## src/rtl/eaf_request_queue.sv

```systemverilog
// Front end of the Evicted Address Filter: queues evictions, holds one miss test and
// serializes both onto the single-operation EAF port (tests first), clearing the filter each epoch.
module eaf_request_queue #(
  parameter int addr_length         = 32,
  parameter int fifo_depth          = 4,
  parameter int max_num_of_entries  = 8,
  parameter int num_of_counter_bits = $clog2(max_num_of_entries + 1)
) (
  input  logic                           clk,
  input  logic                           rst,
  input  logic                           evict_valid_i,
  input  logic [addr_length-1:0]         evict_addr_i,
  output logic                           evict_ready_o,
  input  logic                           test_valid_i,
  input  logic [addr_length-1:0]         test_addr_i,
  output logic                           test_ready_o,
  output logic                           test_done_o,
  output logic                           test_hit_o,
  output logic [addr_length-1:0]         eaf_mem_addr_o,
  output logic                           eaf_insert_o,
  output logic                           eaf_test_o,
  output logic                           eaf_clear_o,
  input  logic                           eaf_done_i,
  input  logic                           eaf_addr_exists_i,
  output logic [num_of_counter_bits-1:0] insert_count_o
);
  localparam int PTR_W = $clog2(fifo_depth);
  localparam int OCC_W = $clog2(fifo_depth + 1);

  typedef enum logic [1:0] {IDLE, TEST, INSERT, CLEAR} state_t;

  logic [addr_length-1:0]         fifo_mem_q [fifo_depth];
  logic [PTR_W-1:0]               wr_ptr_q, rd_ptr_q;
  logic [OCC_W-1:0]               occ_q, occ_d;
  logic                           test_pending_q;
  logic [addr_length-1:0]         test_addr_q;
  state_t                         state_q;
  logic [num_of_counter_bits-1:0] cnt_q, cnt_inc;
  logic                           eaf_insert_q, eaf_test_q, eaf_clear_q;
  logic                           test_done_q, test_hit_q;
  logic [addr_length-1:0]         eaf_addr_q;
  logic                           fifo_full, fifo_empty, push, pop, test_acc;

  // Readiness comes from registered occupancy only: a pop never frees a slot in the same cycle.
  always_comb begin
    fifo_full     = (occ_q == OCC_W'(fifo_depth));
    fifo_empty    = (occ_q == '0);
    evict_ready_o = !rst && !fifo_full;
    test_ready_o  = !rst && !test_pending_q;
    push          = evict_valid_i && evict_ready_o;
    test_acc      = test_valid_i && test_ready_o;
    pop           = (state_q == INSERT) && eaf_done_i;
    cnt_inc       = cnt_q + num_of_counter_bits'(1);
    occ_d         = occ_q;
    if (push && !pop)      occ_d = occ_q + OCC_W'(1);
    else if (pop && !push) occ_d = occ_q - OCC_W'(1);
  end

  always_ff @(posedge clk) begin
    if (push) fifo_mem_q[wr_ptr_q] <= evict_addr_i;
  end

  always_ff @(posedge clk) begin
    if (rst) begin
      wr_ptr_q <= '0;
      rd_ptr_q <= '0;
      occ_q    <= '0;
    end else begin
      if (push) wr_ptr_q <= wr_ptr_q + PTR_W'(1);
      if (pop)  rd_ptr_q <= rd_ptr_q + PTR_W'(1);
      occ_q <= occ_d;
    end
  end

  always_ff @(posedge clk) begin
    if (rst) begin
      test_pending_q <= 1'b0;
      test_addr_q    <= '0;
    end else if (test_acc) begin
      test_pending_q <= 1'b1;
      test_addr_q    <= test_addr_i;
    end else if (state_q == TEST && eaf_done_i) begin
      test_pending_q <= 1'b0;
    end
  end

  always_ff @(posedge clk) begin
    if (rst) begin
      state_q      <= IDLE;
      cnt_q        <= '0;
      eaf_insert_q <= 1'b0;
      eaf_test_q   <= 1'b0;
      eaf_clear_q  <= 1'b0;
      eaf_addr_q   <= '0;
      test_done_q  <= 1'b0;
      test_hit_q   <= 1'b0;
    end else begin
      test_done_q <= 1'b0;
      eaf_clear_q <= 1'b0;
      case (state_q)
        IDLE: begin
          if (test_pending_q) begin
            state_q    <= TEST;
            eaf_test_q <= 1'b1;
            eaf_addr_q <= test_addr_q;
          end else if (!fifo_empty) begin
            state_q      <= INSERT;
            eaf_insert_q <= 1'b1;
            eaf_addr_q   <= fifo_mem_q[rd_ptr_q];
          end
        end
        TEST: begin
          if (eaf_done_i) begin
            state_q     <= IDLE;
            eaf_test_q  <= 1'b0;
            eaf_addr_q  <= '0;
            test_hit_q  <= eaf_addr_exists_i;
            test_done_q <= 1'b1;
          end
        end
        INSERT: begin
          if (eaf_done_i) begin
            eaf_insert_q <= 1'b0;
            eaf_addr_q   <= '0;
            cnt_q        <= cnt_inc;
            if (cnt_inc == num_of_counter_bits'(max_num_of_entries)) begin
              state_q     <= CLEAR;
              eaf_clear_q <= 1'b1;
            end else begin
              state_q <= IDLE;
            end
          end
        end
        CLEAR: begin
          cnt_q   <= '0;
          state_q <= IDLE;
        end
        default: state_q <= IDLE;
      endcase
    end
  end

  assign eaf_insert_o   = eaf_insert_q;
  assign eaf_test_o     = eaf_test_q;
  assign eaf_clear_o    = eaf_clear_q;
  assign eaf_mem_addr_o = eaf_addr_q;
  assign test_done_o    = test_done_q;
  assign test_hit_o     = test_hit_q;
  assign insert_count_o = cnt_q;
endmodule
```

## config.mk

```make
export PLATFORM = sky130hd
export DESIGN_NAME = eaf_request_queue
export DESIGN_NICKNAME = d
export VERILOG_FILES = /design/src/rtl/eaf_request_queue.sv
export SDC_FILE = /design/constraint.sdc
export NUM_CORES = 1
export LEC_CHECK = 0
export CAP_MARGIN = 5
export CORE_ASPECT_RATIO = 0.8
export CORE_MARGIN = 8
export CORE_UTILIZATION = 59
export DETAILED_ROUTE_END_ITERATION = 10
export PLACE_DENSITY = 0.88
export SYNTH_ARGS = -nofsm -noshare
export SYNTH_HDL_FRONTEND = slang
export SYNTH_SLANG_ARGS = --single-unit
```

## constraint.sdc

```tcl
create_clock -name clk -period 4.35 [get_ports clk]
set_input_delay 1.0875 -clock clk [delete_from_list [all_inputs] [get_ports clk]]
set_output_delay 1.0875 -clock clk [all_outputs]
set_load 0.005 [all_outputs]
```

==> results of run 1 <==
==> layout by cell type, fill, tap and decap left out, types with 3 or more instances in the layout <==
| cell | netlist | routed |
|---|---|---|
| clkdlybuf4s50_1 | 0 | 111 |
| inv_1 | 7 | 7 |
| clkinv_2 | 0 | 3 |
| nand3_1 | 3 | 3 |
| nor2_1 | 16 | 16 |
| nand2b_1 | 34 | 34 |
| and2_2 | 0 | 5 |
| clkbuf_16 | 0 | 21 |
| edfxtp_1 | 128 | 128 |
| ha_1 | 11 | 11 |
| mux2i_1 | 3 | 3 |
| clkbuf_1 | 12 | 6 |
| o21ai_0 | 37 | 37 |
| mux4_2 | 30 | 30 |
| nor2b_1 | 34 | 34 |
| a221oi_1 | 3 | 3 |
| a221o_1 | 32 | 32 |
| xor2_1 | 4 | 4 |
| nand2_1 | 42 | 42 |
| dfxtp_1 | 85 | 83 |
| buf_4 | 0 | 3 |
| clkinv_1 | 0 | 4 |
| a21oi_1 | 6 | 6 |
==> kinds of logic (layout without fill, tap and decap cells) <==
group	Yosys count	after routing	share of synthesized area, %
flops	213	213	67.7
simple gates	145	145	9.45
compound gates	87	87	7.76
buf+inv	40	160	3.30
mux	35	35	9.25
fa+ha+maj	12	12	1.92
xor+xnor	6	6	0.641
==> worst max-delay path, cell delays in order <==
cell,delay (ns)
buf_2,0.21
nor2_1,0.25
clkdlybuf4s50_1,0.56
==> registers in the layout, indices dropped and copies added (netlist names), 2 cells and up, named ones only <==
register and count:
eaf_mem_addr_o 32, state_q 2, fifo_mem_q 128, wr_ptr_q 2, test_addr_q 32, occ_q 3
rd_ptr_q 2, insert_count_o 4
==> where the power goes <==
part           switching [µW]  leakage [µW]  internal [µW]
Clock                     719      0.000321           1010
Sequential                186       0.00186           2360
Combinational             440       0.00117            553
Total                    1340       0.00335           3930
==> layer usage <==
layer / up-vias / global-route usage [%] / routed length (µm)
met5: - / 0 / 0
met4: 0 / 5.66 / 371
met3: 39 / 4.88 / 1300
met2: 198 / 34.2 / 8780
met1: 2445 / 25.9 / 7530
li1: 2234 / - / -
==> final cells by class <==
type	instances	area (µm²)
Sequential cell	213	5550
Fill cell	798	3550
Multi-Input combinational cell	285	2400
Timing Repair Buffer	115	1140
Clock buffer	27	548
Tap cell	180	225
Clock inverter	11	108
Inverter	7	26.3
==> per-stage QoR <==
step	total power, µW	hold slack, ns
2_1_floorplan	3150	0.449
3_3_place_gp	3520	0.449
3_5_place_dp	3570	0.453
4_1_cts	5300	0.475
5_1_grt	5490	0.495
6_report	5270	0.471
==> how the worst max path moves through the flow <==
| stage | end | depth (start not counted) | slack [ns] |
|---|---|---|---|
| finish | test_ready_o | 3 | 1.16 |
| global route | test_ready_o | 3 | 1.09 |
| CTS | test_ready_o | 3 | 1.18 |
| detailed placement | occ_q[2] | 9 | 0.92 |
| global placement | occ_q[2] | 9 | 1.0 |
| floorplan | evict_ready_o | 4 | 1.33 |
==> impl_metrics.env, run 1 <==
export IMPL_finalInstanceArea_um2=10000
export IMPL_drcViolationCount=0
export IMPL_startpoint_type="input pin"
export IMPL_tightest_slew_ns=1.14
export IMPL_ys_flop_type="edfxtp_1"
export IMPL_dp_cells=800
export IMPL_period_share_pct=73.4
export IMPL_ys_warn_count=0
export IMPL_ff2ff_path_depth=5
export IMPL_synth_cell_types=42
export IMPL_worst_slack_ns=1.16
export IMPL_worstPathArrival_ns=2.11
export IMPL_cap_viol_max_count=0
export IMPL_dr_total_vias=4916
export IMPL_final_util_pct=73.8
export IMPL_finalHoldViolations=0
export IMPL_drt_wl_total_um=18000
export IMPL_hp_start="test_hit_o"
export IMPL_peakVddDrop_v=0.000365
export IMPL_clk_path_buf_depth=3
export IMPL_grt_pass1_vias=5152
export IMPL_worstSetupPathType="input pin to output port"
export IMPL_synth_top_area_share_pct=46.9
export IMPL_grt_start_max_net_pins=65
export IMPL_stdcell_count=838
export IMPL_dieArea_um2=17900
export IMPL_cts_tree="built"
export IMPL_core_um2=13600
export IMPL_port_buffers=112
export IMPL_slew_headroom_pct=23.7
export IMPL_pre_cts_slack_ns=0.917
export IMPL_cts_root_buf="clkbuf_16"
export IMPL_fin_tns_setup_ns=0
export IMPL_r2r_slack_ns=1.90
export IMPL_syn_area_um2=8190
export IMPL_areaGrowthSynthToFinish_pct=22.0
export IMPL_setup_viol=0
export IMPL_cts_hold_buf=0
export IMPL_drive_gt1_share_pct=10.9
export IMPL_synth_area_leaders="edfxtp_1 47%, dfxtp_1 21%, mux4_2 8.2%, a221o_1 3.9%, nand2b_1 2.6%"
export IMPL_status="finished clean"
export IMPL_grt_total_usage_pct=20.3
export IMPL_ys_seq_elements=213
export IMPL_die_h_um=121
export IMPL_seq_area_frac_synth_pct=67.7
export IMPL_ant_nets=0
export IMPL_dr_first_iter_drc_count=452
export IMPL_fin_nets=725
export IMPL_grt_setup_unrepaired="no"
export IMPL_yosysMostFrequentCell="edfxtp_1"
export IMPL_gp_routability_congestion=0.755
export IMPL_pin_count=113
export IMPL_crit_start="rst"
export IMPL_crit_required_ns=3.26
export IMPL_synthTopCellsByCount="128 x edfxtp_1, 85 x dfxtp_1, 42 x nand2_1"
export IMPL_grt_pass1_wl_um=28700
export IMPL_async_flop_share_pct=0
export IMPL_p_per_area_nw_per_um2=527
export IMPL_cts_sinks=213
export IMPL_max_freq_ghz=0.313
export IMPL_clkTransAtPathRegs_ns=0.06
export IMPL_cts_max_level=1
export IMPL_synth_top_area_cell="edfxtp_1"
export IMPL_first_pass_iters=5
export IMPL_slew_violations=0
export IMPL_min_path_cells=2
export IMPL_min_to="test_hit_o"
export IMPL_dpl_instance_area_um2=9340
export IMPL_grt_overflow=0
export IMPL_fin_skew_ns=0.00854
export IMPL_cts_buffers=21
export IMPL_rows=38
export IMPL_netlist_instances=538
export IMPL_dp_hpwl_um=11400
export IMPL_fin_crit_ns=3.19
export IMPL_hold_path_class="register to register"
export IMPL_clkLatencyLatePin_ns=0.49
export IMPL_synth_edf_count=128
export IMPL_syn_num_nets=620
export IMPL_die_w_um=148
export IMPL_path_max_fanout=19
export IMPL_cts_resized=0
export IMPL_r2r_start="state_q[0]"
export IMPL_p_leak_uw=0.00335
export IMPL_antenna_found_initial=0
export IMPL_r2r_end="eaf_mem_addr_o[0]"
export IMPL_diodes=0
export IMPL_start_util_pct=60.5
export IMPL_routedWlPerCell_um=21.5
export IMPL_end_kind="output port"
export IMPL_cts_setup_buffers=0
export IMPL_post_drt_via_cell_ratio=5.87
export IMPL_synth_area_per_cell_um2=15.2
No activity file was read; power rests on OpenSTA's default activity.
==> inputs of run 2 (changes only) <==
--- a/config.mk
+++ b/config.mk
@@ -8,9 +8,9 @@
 export CAP_MARGIN = 5
 export CORE_ASPECT_RATIO = 0.8
 export CORE_MARGIN = 8
-export CORE_UTILIZATION = 59
+export CORE_UTILIZATION = 54
 export DETAILED_ROUTE_END_ITERATION = 10
-export PLACE_DENSITY = 0.88
+export PLACE_DENSITY = 0.82
 export SYNTH_ARGS = -nofsm -noshare
 export SYNTH_HDL_FRONTEND = slang
 export SYNTH_SLANG_ARGS = --single-unit
==> constraint.sdc (replaced) <==
create_clock -name clk -period 3.3 [get_ports clk]
set_input_delay 0.825 -clock clk [delete_from_list [all_inputs] [get_ports clk]]
set_output_delay 0.825 -clock clk [all_outputs]
set_load 0.005 [all_outputs]
==> impl_metrics.env, run 2 (same netlist as run 1, synthesis figures left out) <==
export IMPL_cts_buffers=21
export IMPL_tightest_slew_ns=0.905
export IMPL_routedWlPerCell_um=20.5
export IMPL_diodes=0
export IMPL_dr_first_iter_drc_count=351
export IMPL_rows=40
export IMPL_fin_crit_ns=2.66
export IMPL_p_clk_share_pct=32.0
export IMPL_antenna_found_initial=1
export IMPL_p_leak_uw=0.00341
export IMPL_first_pass_iters=4
export IMPL_dp_hpwl_um=11600
export IMPL_p_sw_share_pct=25.8
export IMPL_drive_gt1_share_pct=12.7
export IMPL_period_share_pct=80.6
export IMPL_fin_nets=737
export IMPL_slew_headroom_pct=39.6
export IMPL_clk_path_buf_depth=3
export IMPL_cts_resized=0
export IMPL_dr_total_vias=4900
export IMPL_internal_power_uw=5110
export IMPL_worstSetupPathType="input pin to output port"
export IMPL_finalHoldViolations=0
export IMPL_fillerInstances=1022
export IMPL_cts_setup_buffers=0
export IMPL_cts_tree="built"
export IMPL_fin_tns_setup_ns=0
export IMPL_ant_nets=0
export IMPL_post_drt_via_cell_ratio=5.70
export IMPL_peakVddDrop_v=0.000334
export IMPL_seq_area_um2=5550
export IMPL_clkTransAtPathRegs_ns=0.06
export IMPL_p_seq_share_pct=47.9
export IMPL_areaGrowthSynthToFinish_pct=23.4
export IMPL_path_max_fanout=23
export IMPL_layout_common_cells="128 x edfxtp_1, 111 x clkdlybuf4s50_1, 83 x dfxtp_1"
export IMPL_p_sw_uw=1780
export IMPL_slew_violations=0
export IMPL_grt_setup_unrepaired="no"
export IMPL_drt_wl_total_um=17600
export IMPL_dp_cells=821
export IMPL_core_um2=14900
export IMPL_stdcell_count=859
export IMPL_grt_overflow=0
export IMPL_grt_total_usage_pct=18.2
export IMPL_multi_input_area_um2=2400
export IMPL_grt_pass1_vias=5151
export IMPL_clkLatencyLatePin_ns=0.49
export IMPL_end_kind="output port"
export IMPL_dieArea_um2=19400
export IMPL_hold_path_class="register to register"
export IMPL_cts_root_buf="clkbuf_16"
export IMPL_cts_max_level=1
export IMPL_status="finished clean"
export IMPL_crit_required_ns=2.47
export IMPL_regMostFlops="fifo_mem_q"
export IMPL_grt_start_max_net_pins=36
export IMPL_pwr_share_comb_pct=20.1
export IMPL_setup_viol=0
export IMPL_fin_skew_ns=0.0154
export IMPL_final_common_cell="edfxtp_1"
export IMPL_largest_register_ff_count=128
export IMPL_die_h_um=126
export IMPL_drcViolationCount=0
export IMPL_port_buffers=112
export IMPL_pre_cts_slack_ns=0.340
export IMPL_gp_routability_congestion=0.787
export IMPL_cts_sinks=213
export IMPL_cap_viol_max_count=0
export IMPL_worstPathArrival_ns=1.83
export IMPL_worst_slack_ns=0.641
export IMPL_cts_hold_buf=0
export IMPL_die_w_um=154
export IMPL_start_util_pct=54.9
export IMPL_pin_count=113
export IMPL_grt_pass1_wl_um=28000
export IMPL_max_freq_ghz=0.376
export IMPL_startpoint_type="input pin"
export IMPL_p_per_area_nw_per_um2=681
-- run 2: changes by cell type in the layout (fill, tap and decap cells not counted), sizes merged --
cell	change
buf	+12
bufinv	-2
clkbuf	+4
clkinvlp	+1
inv	-1
clkinv	-2
-- run 2: per-stage QoR --
stage / area (µm²) / total power (µW) / hold WS, ns / util, %
global route: 10100 / 7180 / 0.495 / 67.8
finish: 10100 / 6890 / 0.469 / 67.8
detailed placement: 9480 / 4740 / 0.454 / 63.6
floorplan: 8190 / 4150 / 0.449 / -
CTS: 10100 / 6930 / 0.462 / 67.8
global placement: 9480 / 4680 / 0.444 / 63.6
-- run 2: area by class of cell --
class                      instances  area share [%]
timing repair buffer             127            12.5
tap                              189            2.34
clock inverter                     7           0.384
inverter                           7           0.260
clock buffer                      31            5.86
multi-input combinational        285            23.8
sequential                       213            54.9
-- run 2: path summary, 6_finish.rpt --
path              startpoint            to  slack [ns]  depth (start not counted)
setup / recovery         rst  test_ready_o        0.64                          3
hold / removal    test_hit_o    test_hit_o        0.47                          2
setup reg to reg  state_q[0]      occ_q[2]        0.87                          9
hold reg to reg   test_hit_o    test_hit_o        0.47                          2
-- run 2: critical path, cell delays in order --
cell	delay, ns
buf_2	0.23
nor2_1	0.23
clkdlybuf4s50_1	0.54
-- run 2: per-layer routing --
layer,up-vias,wire length [µm],share of wire [%],GRT usage (%)
li1,2256,-,-,-
met1,2441,7740,44,23.7
met2,179,8380,48,30.1
met3,22,1270,7.2,4.65
met4,2,223,1.3,4.08
met5,-,13,0.074,0
-- run 2: power groups by stage --
stage / sequential [µW] / clock, µW / combinational (µW)
detailed placement: 3350 / 0 / 1380
CTS: 3300 / 2220 / 1400
finish: 3300 / 2200 / 1380
floorplan: 3290 / 0 / 853
global route: 3340 / 2330 / 1510
global placement: 3340 / 0 / 1340
==> inputs of run 3 (changes only) <==
==> constraint.sdc (replaced) <==
create_clock -name clk -period 2.6 [get_ports clk]
set_input_delay 0.65 -clock clk [delete_from_list [all_inputs] [get_ports clk]]
set_output_delay 0.65 -clock clk [all_outputs]
set_load 0.005 [all_outputs]
==> impl_metrics.env, run 3 (same netlist as run 1, synthesis figures left out) <==
export IMPL_status="finished clean"
export IMPL_p_sw_share_pct=25.1
export IMPL_clkLatencyLatePin_ns=0.48
export IMPL_peakVddDrop_v=0.000542
export IMPL_drcViolationCount=0
export IMPL_r2r_slack_ns=0.33
export IMPL_dr_total_vias=4847
export IMPL_grt_total_usage_pct=17.9
export IMPL_cts_setup_buffers=0
export IMPL_crit_start="occ_q[0]"
export IMPL_cap_viol_max_count=0
export IMPL_setup_viol=0
export IMPL_diodes=0
export IMPL_grt_start_max_net_pins=35
export IMPL_antenna_found_initial=1
export IMPL_max_freq_ghz=0.420
export IMPL_grt_pass1_wl_um=27900
export IMPL_cts_resized=0
export IMPL_pwr_share_comb_pct=20.2
export IMPL_final_common_cell="edfxtp_1"
export IMPL_fin_nets=746
export IMPL_rows=40
export IMPL_min_path_cells=2
export IMPL_slew_headroom_pct=40.3
export IMPL_dpl_instance_area_um2=9570
export IMPL_dieArea_um2=19400
export IMPL_dr_first_iter_drc_count=330
export IMPL_cts_tree="built"
export IMPL_r2r_end="occ_q[2]"
export IMPL_tightest_slew_ns=0.893
export IMPL_slew_violations=0
export IMPL_holdWs_ns=0.463
export IMPL_grt_overflow=0
export IMPL_worstSetupPathType="register to output port"
export IMPL_cts_root_buf="clkbuf_16"
export IMPL_post_drt_via_cell_ratio=5.59
export IMPL_layout_common_cells="128 x edfxtp_1, 111 x clkdlybuf4s50_1, 83 x dfxtp_1"
export IMPL_routedWlPerCell_um=20.1
export IMPL_end_kind="output port"
export IMPL_cts_sinks=213
export IMPL_min_to="test_hit_o"
export IMPL_areaGrowthSynthToFinish_pct=25.0
export IMPL_cts_buffers=21
export IMPL_p_leak_uw=0.00348
export IMPL_p_per_area_nw_per_um2=871
export IMPL_core_um2=14900
export IMPL_p_clk_share_pct=32.9
export IMPL_period_share_pct=91.5
export IMPL_final_util_pct=68.7
export IMPL_dp_hpwl_um=11600
export IMPL_grt_setup_unrepaired="no"
export IMPL_start_util_pct=54.9
export IMPL_die_w_um=154
export IMPL_p_sw_uw=2240
export IMPL_finalInstanceArea_um2=10200
export IMPL_regMostFlops="fifo_mem_q"
export IMPL_pin_count=113
export IMPL_fillerInstances=1003
export IMPL_hp_start="test_hit_o"
export IMPL_ant_nets=0
export IMPL_grt_pass1_vias=5179
export IMPL_pre_cts_slack_ns=-0.155
export IMPL_largest_register_ff_count=128
export IMPL_clk_path_buf_depth=3
export IMPL_startpoint_type="register"
export IMPL_fin_skew_ns=0.00982
export IMPL_finalHoldViolations=0
export IMPL_drt_wl_total_um=17500
export IMPL_path_max_fanout=5
export IMPL_gp_routability_congestion=0.812
export IMPL_r2r_start="state_q[0]"
export IMPL_worstPathArrival_ns=1.73
export IMPL_clkTransAtPathRegs_ns=0.06
export IMPL_crit_required_ns=1.95
export IMPL_first_pass_iters=6
export IMPL_worst_slack_ns=0.221
export IMPL_cts_max_level=1
export IMPL_cts_hold_buf=0
export IMPL_p_seq_share_pct=46.9
export IMPL_drive_gt1_share_pct=14.2
export IMPL_fin_crit_ns=2.38
export IMPL_port_buffers=112
export IMPL_ff2ff_path_depth=9
export IMPL_die_h_um=126
export IMPL_internal_power_uw=6680
export IMPL_hold_path_class="register to register"
-- run 3: cell types whose count changed in the layout (fill, tap and decap cells not counted), sizes merged --
cell    delta
clkinv     +1
bufinv     +2
clkbuf     -3
inv        -1
buf        +9
-- run 3: per-layer routing --
| metal | up-vias | wire, µm | global-route usage [%] |
|---|---|---|---|
| li1 | 2274 | - | - |
| met1 | 2389 | 7630 | 23.1 |
| met2 | 157 | 8340 | 29.9 |
| met3 | 25 | 1230 | 4.99 |
| met4 | 2 | 240 | 3.68 |
| met5 | - | 13 | 0 |
-- run 3: stage by stage --
step	cells	total power, µW	TNS, ns
finish	867	8920	0
global route	867	9280	0
CTS	867	8990	0
detailed placement	830	6060	-0.155
global placement	830	5970	-0.0540
floorplan	538	5260	0
-- run 3: power by group through the flow --
| stage | Sequential, µW | Combinational [µW] | Clock, µW |
|---|---|---|---|
| detailed placement | 4250 | 1810 | 0 |
| CTS | 4180 | 1830 | 2980 |
| global route | 4220 | 1950 | 3110 |
| floorplan | 4180 | 1080 | 0 |
| global placement | 4230 | 1750 | 0 |
| finish | 4180 | 1800 | 2930 |
-- run 3: critical path: stages (launching register included) --
cell and delay, ns:
dfxtp_1 0.44, nor2_1 0.11, a21oi_1 0.18, clkdlybuf4s50_1 0.53
-- run 3: worst max path at each step --
stage                               end  depth (start not counted)
after floorplan                occ_q[2]                          8
after global placement         occ_q[2]                          9
after detailed placement       occ_q[2]                          9
after CTS                 evict_ready_o                          3
after global routing      evict_ready_o                          3
final                     evict_ready_o                          3
-- run 3: layout make-up --
cell class	count	area (µm²)	area share (%)
clock buffer	28	572	5.58
clock inverter	9	96.3	0.941
inverter	7	26.3	0.257
multi-input combinational	285	2400	23.5
sequential	213	5550	54.2
tap	189	236	2.31
timing repair buffer	136	1360	13.3
